`config.mk`:
```
export PLATFORM = sky130hd
export DESIGN_NAME = id_ex_pipe_ctrl
export DESIGN_NICKNAME = d
export VERILOG_FILES = /design/src/rtl/id_ex_pipe_ctrl.sv
export SDC_FILE = /design/constraint.sdc
export NUM_CORES = 1
export LEC_CHECK = 0
export ABC_AREA = 1
export CORE_MARGIN = 5
export CORE_UTILIZATION = 45
export CTS_BUF_LIST = sky130_fd_sc_hd__clkbuf_16
export CTS_CLUSTER_SIZE = 10
export DETAILED_ROUTE_END_ITERATION = 8
export GPL_TIMING_DRIVEN = 0
export PLACE_DENSITY = 0.91
export RECOVER_POWER = 50
export SYNTH_ARGS = -nofsm -noshare
export SYNTH_HDL_FRONTEND = slang
export SYNTH_SLANG_ARGS = --single-unit
```
`constraint.sdc`:
```
create_clock -name clk_i -period 3.25 [get_ports clk_i]
set_clock_uncertainty 0.2 [all_clocks]
set_input_delay 0.325 -clock clk_i [delete_from_list [all_inputs] [get_ports clk_i]]
set_output_delay 0.325 -clock clk_i [all_outputs]
set_load 0.01 [all_outputs]
```
`src/rtl/id_ex_pipe_ctrl.sv`:
```
// ID/EX pipeline register for the 5-stage MIPS datapath.
// It also handles load-use bubbles, the multi-cycle multiply hold and branch flush.
module id_ex_pipe_ctrl #(
    parameter int MULT_LAT = 3,
    parameter int DW       = 32
) (
    input  logic          clk_i,
    input  logic          rst_i,
    input  logic          flush_i,
    input  logic [2:0]    Branch_i,
    input  logic          MemtoReg_i,
    input  logic          RegWrite_i,
    input  logic          ALUsrc_i,
    input  logic          Mem_Read_i,
    input  logic          Mem_Write_i,
    input  logic [3:0]    ALUCtrl_i,
    input  logic [4:0]    Read1_i,
    input  logic [4:0]    Read2_i,
    input  logic [4:0]    Write_addr_i,
    input  logic [DW-1:0] RS_data_i,
    input  logic [DW-1:0] RT_data_i,
    input  logic [DW-1:0] Imm_i,
    input  logic [DW-1:0] PC4_i,
    output logic [2:0]    Branch_o,
    output logic          MemtoReg_o,
    output logic          RegWrite_o,
    output logic          ALUsrc_o,
    output logic          Mem_Read_o,
    output logic          Mem_Write_o,
    output logic [3:0]    ALUCtrl_o,
    output logic [4:0]    Read1_o,
    output logic [4:0]    Read2_o,
    output logic [4:0]    Write_addr_o,
    output logic [DW-1:0] RS_data_o,
    output logic [DW-1:0] RT_data_o,
    output logic [DW-1:0] Imm_o,
    output logic [DW-1:0] PC4_o,
    output logic          valid_o,
    output logic          stall_o
);

    localparam logic [3:0] MULT_OP  = 4'd13;
    localparam logic [3:0] MULT_END = 4'(MULT_LAT - 1);

    logic [3:0] cnt;
    logic       ex_is_mult;
    logic       mult_busy;
    logic       load_use;
    logic       bubble;

    assign ex_is_mult = valid_o & (ALUCtrl_o == MULT_OP);
    assign mult_busy  = ex_is_mult & (cnt != MULT_END);
    // Register 0 is hardwired, so a load targeting it can never create a hazard.
    assign load_use   = valid_o & Mem_Read_o & (Write_addr_o != 5'd0) &
                        ((Write_addr_o == Read1_i) | (Write_addr_o == Read2_i));
    assign stall_o    = ~flush_i & (mult_busy | load_use);

    // Reset, flush and load-use all leave an empty slot; a busy mult outranks load-use.
    assign bubble = rst_i | flush_i | (~mult_busy & load_use);

    always_ff @(posedge clk_i) begin
        if (bubble) begin
            Branch_o     <= '0;
            MemtoReg_o   <= 1'b0;
            RegWrite_o   <= 1'b0;
            ALUsrc_o     <= 1'b0;
            Mem_Read_o   <= 1'b0;
            Mem_Write_o  <= 1'b0;
            ALUCtrl_o    <= '0;
            Read1_o      <= '0;
            Read2_o      <= '0;
            Write_addr_o <= '0;
            RS_data_o    <= '0;
            RT_data_o    <= '0;
            Imm_o        <= '0;
            PC4_o        <= '0;
            valid_o      <= 1'b0;
            cnt          <= '0;
        end else if (mult_busy) begin
            if (cnt != 4'hF) begin
                cnt <= cnt + 4'd1;
            end
        end else begin
            Branch_o     <= Branch_i;
            MemtoReg_o   <= MemtoReg_i;
            RegWrite_o   <= RegWrite_i;
            ALUsrc_o     <= ALUsrc_i;
            Mem_Read_o   <= Mem_Read_i;
            Mem_Write_o  <= Mem_Write_i;
            ALUCtrl_o    <= ALUCtrl_i;
            Read1_o      <= Read1_i;
            Read2_o      <= Read2_i;
            Write_addr_o <= Write_addr_i;
            RS_data_o    <= RS_data_i;
            RT_data_o    <= RT_data_i;
            Imm_o        <= Imm_i;
            PC4_o        <= PC4_i;
            valid_o      <= 1'b1;
            cnt          <= '0;
        end
    end

endmodule

```
=== Word-level counts from Yosys, hierarchy flattened ===
Index checks and enable logic that the tools add are counted.

* ROM bits: 0
* Bits in writable memories: 0
* Input port bits: 158
* Logic and storage cells: 37
* Memories: 0
* Bits in registers: 160
* Output and inout port bits: 157
* Latch bits: 0

* Add/sub/neg operators: 1
* $mul: 0
* Reduce and logical (&&, ||, !) cells: 2
* Equal/unequal tests: 5
* Bitwise gates (word level): 13
* Muxes and demuxes: 0
* $lt $le $gt $ge: 0
* Div/mod/pow operators: 0
* Shift operators: 0

{| class="wikitable"
|+ Operators with widths
! kind !! count
|-
| $eq 5x5->1 || 2
|-
| $and 1x1->1 || 7
|-
| $reduce_bool 5->1 || 1
|-
| $add 4x1->4 const B || 1
|-
| $eq 4x4->1 const B || 1
|-
| $ne 4x2->1 const B || 1
|-
| $ne 4x4->1 const B || 1
|-
| $or 1x1->1 || 4
|-
| $not 1->1 || 2
|-
| $reduce_or 2->1 || 1
|}

=== Depth between registers and ports, before layout ===
Gate-level depths: netlist of the first run.

* Word-level depth: 7
* Depth in mapped cells: 11

=== Worst setup path after synthesis of the first run ===
No wires, ideal clock.

* Kind: register -> output
* Start point: register cnt[0]
* End point: output stall_o
* Path buffers: 1
* Cell stages (with the launch flop): 7
* Slack: 1474 ps
* Required time: 2725 ps
* Data arrival time: 1251 ps
* Cell sequence: dfxtp_1 -> inv_1 -> ha_1 -> nand2_1 -> nand2_2 -> buf_1 -> a21oi_1

* Word-level cells in the longest chain between the ends: 4

{| class="wikitable"
|+ RTL lines
! item !! line !! RTL
|-
| from (decl) || 45 || <nowiki>logic [3:0] cnt;</nowiki>
|-
| from (signal assigned) || 81 || <nowiki>cnt <= cnt + 4'd1;</nowiki>
|-
| $ne 4x2->1 || 52 || <nowiki>assign mult_busy = ex_is_mult & (cnt != MULT_END);</nowiki>
|-
| $and 1x1->1 || 52 ||
|-
| $or 1x1->1 || 56 || <nowiki>assign stall_o = ~flush_i & (mult_busy | load_use);</nowiki>
|-
| $and 1x1->1 || 56 ||
|-
| to (decl) || 39 || <nowiki>output logic stall_o</nowiki>
|}

No other way between the ends.

=== Final worst setup path of the first run ===
Ends and elaborated chain as after synthesis.

==> impl_metrics.yaml, run 1 <==
status:
  status: "complete, no violations"
power:
  p_comb_share_pct: 13.6
  power_density_nw_per_um2: 406.8
  p_int_mw: 3.345
  seq_power_share_pct: 46.8
  finalPower_mw: 4.450
  pwr-share-clk_pct: 39.6
  p_leak_nw: 6.042
  p_sw_mw: 1.104
  peakVddDrop_v: 0.0003292
  sw_frac_of_total_pct: 24.82
layout:
  syn2layout_area_growth_pct: 55.74
  drive_gt1_share_pct: 6.219
  fin_nets: 1562
  antennaDiodeCount: 0
synthesis:
  netlist_area_um2: 7024
  ys_ff_latch: 160
  synth_warnings: 0
  syn_inst: 1069
  ys_top_cells_by_count: "nand2_1 (330), inv_1 (168), nor2_1 (164)"
  yosys.area.top_type_share_pct: 45.60
  synth-seq-area-share_pct: 45.60
  synth_edf_count: 0
  synth_cell_type_count: 20
  yosysMostFrequentCell: "nand2_1"
  synthArstFlopShare_pct: 0
  synth-main-ff-cell: "dfxtp_1"
  synth_area_leaders: "dfxtp_1 (46%), nand2_1 (18%), nand3_1 (11%)"
  yosysTopAreaCell: "dfxtp_1"
  syn_area_per_cell_um2: 6.571
  syn-num-nets: 1229
timing:
  rsz0062_at_grt: "false"
  fin_crit_sh_pct: 90.19
  final-setup-viol-count: 0
  fmax_ghz: 0.3412
  fin_crit_ns: 2.931
  layout_setup_ws_ns: 0.3190
  drv_slew: 0
  hold_viol: 0
  setup_tns_ns: 0
  worstMarginPinSlew_ns: 0.5503
  maxSlewHeadroom_pct: 63.31
clocking:
  ctsRootBufferMaster: "clkbuf_16"
  insertion_delay_ns: 0.42
  cts_buffers: 17
  clk_pin_slew_ns: 0.07
  cts_setup_buffers: 0
  post_cts_resized: 0
  h-tree-depth: 4
  clock_sinks: 160
  clock_path_buffers: 2
  cts_hold_buf: 0
  cts_tree: "done"
min_path:
  worstHoldPathCells: 3
  hold_path_class: "primary input to flip-flop"
global_routing:
  grt_max_degree: 17
  grt_pass1_vias: 7372
  grt_pass1_wl_um: 36540
  grt_usage_pct: 25.21
  grt_antenna_before_repair: 0
  gr-total-overflow: 0
floorplanning:
  fp.coreArea_um2: 15260
  die-area_um2: 18210
  boundaryPins: 315
  row_count: 45
  fp.dieW_um: 134.9
  start_util_pct: 46.04
  die_y_um: 134.9
setup_path:
  cp.arrival_ns: 2.41
  cp_max_fo: 10
  critPathKind: "flip-flop to output pin"
  r2r_cells: 10
  end_kind: "output pin"
  startpoint_type: "flip-flop"
  cp.required_ns: 2.72
detailed_routing:
  wl_um: 23840
  avgRoutedWirePerCell_um: 14.66
  vias: 7609
  post_drt_via_cell_ratio: 4.680
  antenna_left: 0
  drtIter0Drc: 336
  remaining_drc_errors: 0
  firstDrtPassIters: 5
placed_design:
  port_buffers: 314
  hpwl_um: 18040
  place_congestion: 0.8812
  place_ws_ns: 0.6326
run:
  maxCapViolCount: 0
==> per-layer routing <==
layer | global-route usage, % | up-vias | routed length (µm)
met2 | 44.22 | 287 | 11670
li1 | - | 3850 | -
met4 | 10.69 | 0 | 835
met5 | 0 | - | 0
met3 | 9.762 | 61 | 2427
met1 | 27.07 | 3411 | 8905
==> state kept, by name, indices dropped and copies added, names as in the netlist, 3 cells and up <==
name / count
PC4_o: 32
ALUCtrl_o: 4
Branch_o: 3
Imm_o: 32
Write_addr_o: 5
RS_data_o: 32
Read1_o: 5
RT_data_o: 32
cnt: 4
Read2_o: 5
==> final timing paths <==
| check | start | to | slack [ns] |
|---|---|---|---|
| max | cnt[0]$_SDFFE_PP0P_ | stall_o | 0.32 |
| min | ALUCtrl_i[1] | ALUCtrl_o[1]$_SDFFE_PP0P_ | 0.28 |
| max reg2reg | cnt[0]$_SDFFE_PP0P_ | RT_data_o[27]$_SDFFE_PP0P_ | 1.24 |
| min reg2reg | cnt[0]$_SDFFE_PP0P_ | cnt[0]$_SDFFE_PP0P_ | 0.33 |
==> metrics by stage <==
step | utilization, % | hold slack (ns) | std cells | area [µm²]
floorplan | - | 0.2533 | 1069 | 7024
finish | 71.69 | 0.2816 | 1626 | 10940
global route | 71.69 | 0.2846 | 1626 | 10940
CTS | 71.70 | 0.2734 | 1626 | 10940
global placement | 68.36 | 0.3081 | 1594 | 10430
detailed placement | 68.36 | 0.3216 | 1594 | 10430
==> power by group through the flow <==
stage          Combinational, mW  Sequential, mW  Clock [mW]
6_report                   0.603            2.08        1.76
5_1_grt                    0.658            2.09        1.86
4_1_cts                    0.632            2.08        1.79
3_5_place_dp               0.627            2.13           0
3_3_place_gp               0.615            2.12           0
2_1_floorplan              0.187            2.16           0
==> layout by cell type, fill, tap and decap left out <==
| cell type | count |
|---|---|
| xnor2_1 | 3 |
| buf_1 | 3 |
| buf_2 | 28 |
| clkinv_2 | 4 |
| inv_2 | 5 |
| nand3_1 | 153 |
| xor2_1 | 1 |
| nand2_1 | 330 |
| a21oi_1 | 5 |
| ha_1 | 2 |
| clkbuf_16 | 17 |
| dlygate4sd3_1 | 150 |
| nor2_4 | 1 |
| nand3b_4 | 1 |
| o21ai_0 | 5 |
| clkinvlp_4 | 2 |
| nor2_1 | 164 |
| clkinv_4 | 2 |
| inv_6 | 1 |
| nand4_1 | 3 |
| clkinv_1 | 2 |
| nand2_2 | 1 |
| dfxtp_1 | 160 |
| clkdlybuf4s50_1 | 164 |
| clkbuf_1 | 9 |
| buf_4 | 26 |
| inv_1 | 173 |
==> cell type report <==
class                   count  area (µm²)
flip-flops and latches    160        3203
repair buffers            314        3143
inverters                 174       653.1
well taps                 211       264.0
clock buffers              17       425.4
plain buffers              66       380.4
clock inverters            15       83.83
multi-input cells         669        2786
fillers                  1215        4319
==> worst max-delay path, cell delays in order (launching register included) <==
cell	delay (ns)
dfxtp_1	0.38
inv_1	0.07
ha_1	0.19
nand2_1	0.13
nand2_2	0.15
clkbuf_1	0.27
a21oi_1	0.23
clkdlybuf4s50_1	0.56
==> cells by family (layout without fill, tap and decap cells) <==
| family | after synthesis | count (layout) | share of synthesized area [%] |
|---|---|---|---|
| xor gates and xnor gates | 4 | 4 | 0.4988 |
| adders and majority gates | 2 | 2 | 0.3562 |
| and+or+nand+nor | 653 | 653 | 38.10 |
| AOI/OAI and AO/OA | 10 | 10 | 0.7124 |
| buffers and inverters | 240 | 586 | 14.73 |
| DFF | 160 | 160 | 45.60 |
No activity file was read; power rests on OpenSTA's default activity.
==> run 2, diff against run 1 <==
--- a/config.mk
+++ b/config.mk
@@ -12,6 +12,7 @@
 export CTS_CLUSTER_SIZE = 10
 export DETAILED_ROUTE_END_ITERATION = 8
 export GPL_TIMING_DRIVEN = 0
+export MAX_ROUTING_LAYER = met4
 export PLACE_DENSITY = 0.91
 export RECOVER_POWER = 50
 export SYNTH_ARGS = -nofsm -noshare
==> run 2 against run 1 <==
Compared with the run above: via count increased by 0.39%; sequential power about the same; routed wire length about the same; first-iteration DRC count decreased by 2.1%; hold slack improved by 0.023 ns; die area unchanged; clock-buffer cell count unchanged; global-route usage increased by 0.74 points; critical path depth unchanged; combinational power about the same; register-to-register slack about the same; critical path type unchanged; critical endpoint unchanged.
==> impl_metrics.yaml, run 2 (synthesis gave the netlist of run 1 again) <==
setup_path:
  cp.required_ns: 2.72
  end_kind: "output pin"
  cp_max_fo: 10
  endpoint: "stall_o"
  reg2reg_slack_ns: 1.24
  r2r-end: "RT_data_o[27]$_SDFFE_PP0P_"
  startpoint: "cnt[0]$_SDFFE_PP0P_"
  startpoint_type: "flip-flop"
  cp.arrival_ns: 2.41
  critPathKind: "flip-flop to output pin"
  r2r_cells: 10
  r2r-start: "cnt[0]$_SDFFE_PP0P_"
detailed_routing:
  firstDrtPassIters: 5
  antenna_left: 0
  remaining_drc_errors: 0
  post_drt_via_cell_ratio: 4.698
  wl_um: 23850
  vias: 7639
  drtIter0Drc: 329
  avgRoutedWirePerCell_um: 14.67
clocking:
  clock_path_buffers: 2
  ctsRootBufferMaster: "clkbuf_16"
  clk_pin_slew_ns: 0.06
  cts_setup_buffers: 0
  cts_tree: "done"
  insertion_delay_ns: 0.42
  post_cts_resized: 0
  cts_hold_buf: 0
  clock_sinks: 160
  h-tree-depth: 4
  cts_buffers: 17
global_routing:
  grt_max_degree: 17
  grt_pass1_vias: 7381
  grt_usage_pct: 25.95
  grt_pass1_wl_um: 36500
  gr-total-overflow: 0
  grt_antenna_before_repair: 0
layout:
  fin_nets: 1562
  layout_commonest_cell: "nand2_1"
  drive_gt1_share_pct: 6.219
  fillers: 1215
  utilization_pct: 71.69
  final_cell_mix: "nand2_1 (330), inv_1 (173), nor2_1 (164), clkdlybuf4s50_1 (164), dfxtp_1 (160)"
  design_area_um2: 10940
  antennaDiodeCount: 0
  syn2layout_area_growth_pct: 55.74
min_path:
  hold_path_class: "primary input to flip-flop"
placed_design:
  port_buffers: 314
  place_congestion: 0.8959
  place_ws_ns: 0.6326
  placed_cell_area_um2: 10430
  hpwl_um: 18040
timing:
  fin_crit_sh_pct: 90.17
  rsz0062_at_grt: "false"
  worstMarginPinSlew_ns: 0.5561
  layout_setup_ws_ns: 0.3195
  fin_crit_ns: 2.930
  drv_slew: 0
  maxSlewHeadroom_pct: 62.92
  fmax_ghz: 0.3412
  hold_viol: 0
  setup_tns_ns: 0
  finalHoldWorstSlack_ns: 0.3044
  final-setup-viol-count: 0
floorplanning:
  die_y_um: 134.9
  die-area_um2: 18210
  start_util_pct: 46.04
  fp.coreArea_um2: 15260
  row_count: 45
  boundaryPins: 315
  fp.dieW_um: 134.9
run:
  maxCapViolCount: 0
status:
  status: "complete, no violations"
power:
  peakVddDrop_v: 0.0003288
  p_leak_nw: 6.042
  power_density_nw_per_um2: 406.0
run 2: cell counts in the layout (fill, tap and decap cells not counted):
Identical to the previous run, type by type.
run 2: per-stage QoR:
step                      std cells  power (mW)
after detailed placement       1594       2.755
after global placement         1594       2.738
after floorplan                1069       2.348
after global routing           1626       4.613
after CTS                      1626       4.502
final                          1626       4.441
run 2: critical path, cell delays in order (launching register included):
cell	delay, ns
dfxtp_1	0.38
inv_1	0.07
ha_1	0.19
nand2_1	0.13
nand2_2	0.15
clkbuf_1	0.27
a21oi_1	0.24
clkdlybuf4s50_1	0.56
run 2: per-layer routing:
metal	routed length, µm	GRT usage (%)	vias to the layer above
met4	761	10.69	0
li1	-	-	3849
met1	9205	28.40	3453
met2	11800	44.14	284
met5	0	-	-
met3	2086	7.787	53
run 2: cell type report:
type	count	area [µm²]	share of cell area, %
Sequential cell	160	3203	29.28
Clock buffer	17	425.4	3.889
Inverter	174	653.1	5.971
Multi-Input combinational cell	669	2786	25.47
Timing Repair Buffer	314	3143	28.73
Clock inverter	15	83.83	0.7663
Buffer	66	380.4	3.477
Tap cell	211	264.0	2.413
run 2: worst min path at each step:
stage	startpoint	end	slack, ns	depth (start not counted)
after floorplan	ALUCtrl_i[1]	ALUCtrl_o[1]$_SDFFE_PP0P_	0.25	2
after global placement	cnt[0]$_SDFFE_PP0P_	cnt[0]$_SDFFE_PP0P_	0.31	2
after detailed placement	cnt[0]$_SDFFE_PP0P_	cnt[0]$_SDFFE_PP0P_	0.32	2
after CTS	ALUCtrl_i[1]	ALUCtrl_o[1]$_SDFFE_PP0P_	0.27	3
after global routing	ALUCtrl_i[1]	ALUCtrl_o[1]$_SDFFE_PP0P_	0.28	3
final	ALUCtrl_i[1]	ALUCtrl_o[1]$_SDFFE_PP0P_	0.30	3
run 2: power by group:
part	switching, mW	leakage, nW	internal [mW]
registers	0.0422	1.31	2.04
clock network	0.798	0.266	0.957
logic	0.255	4.46	0.348
total	1.10	6.04	3.35
==> run 3, diff against run 2 <==
--- a/config.mk
+++ b/config.mk
@@ -15,6 +15,7 @@
 export MAX_ROUTING_LAYER = met4
 export PLACE_DENSITY = 0.91
 export RECOVER_POWER = 50
+export SKIP_CTS_REPAIR_TIMING = 1
 export SYNTH_ARGS = -nofsm -noshare
 export SYNTH_HDL_FRONTEND = slang
 export SYNTH_SLANG_ARGS = --single-unit
==> results of run 3 <==
No change in the layout: final DEF, timing and power equal those of run 2.
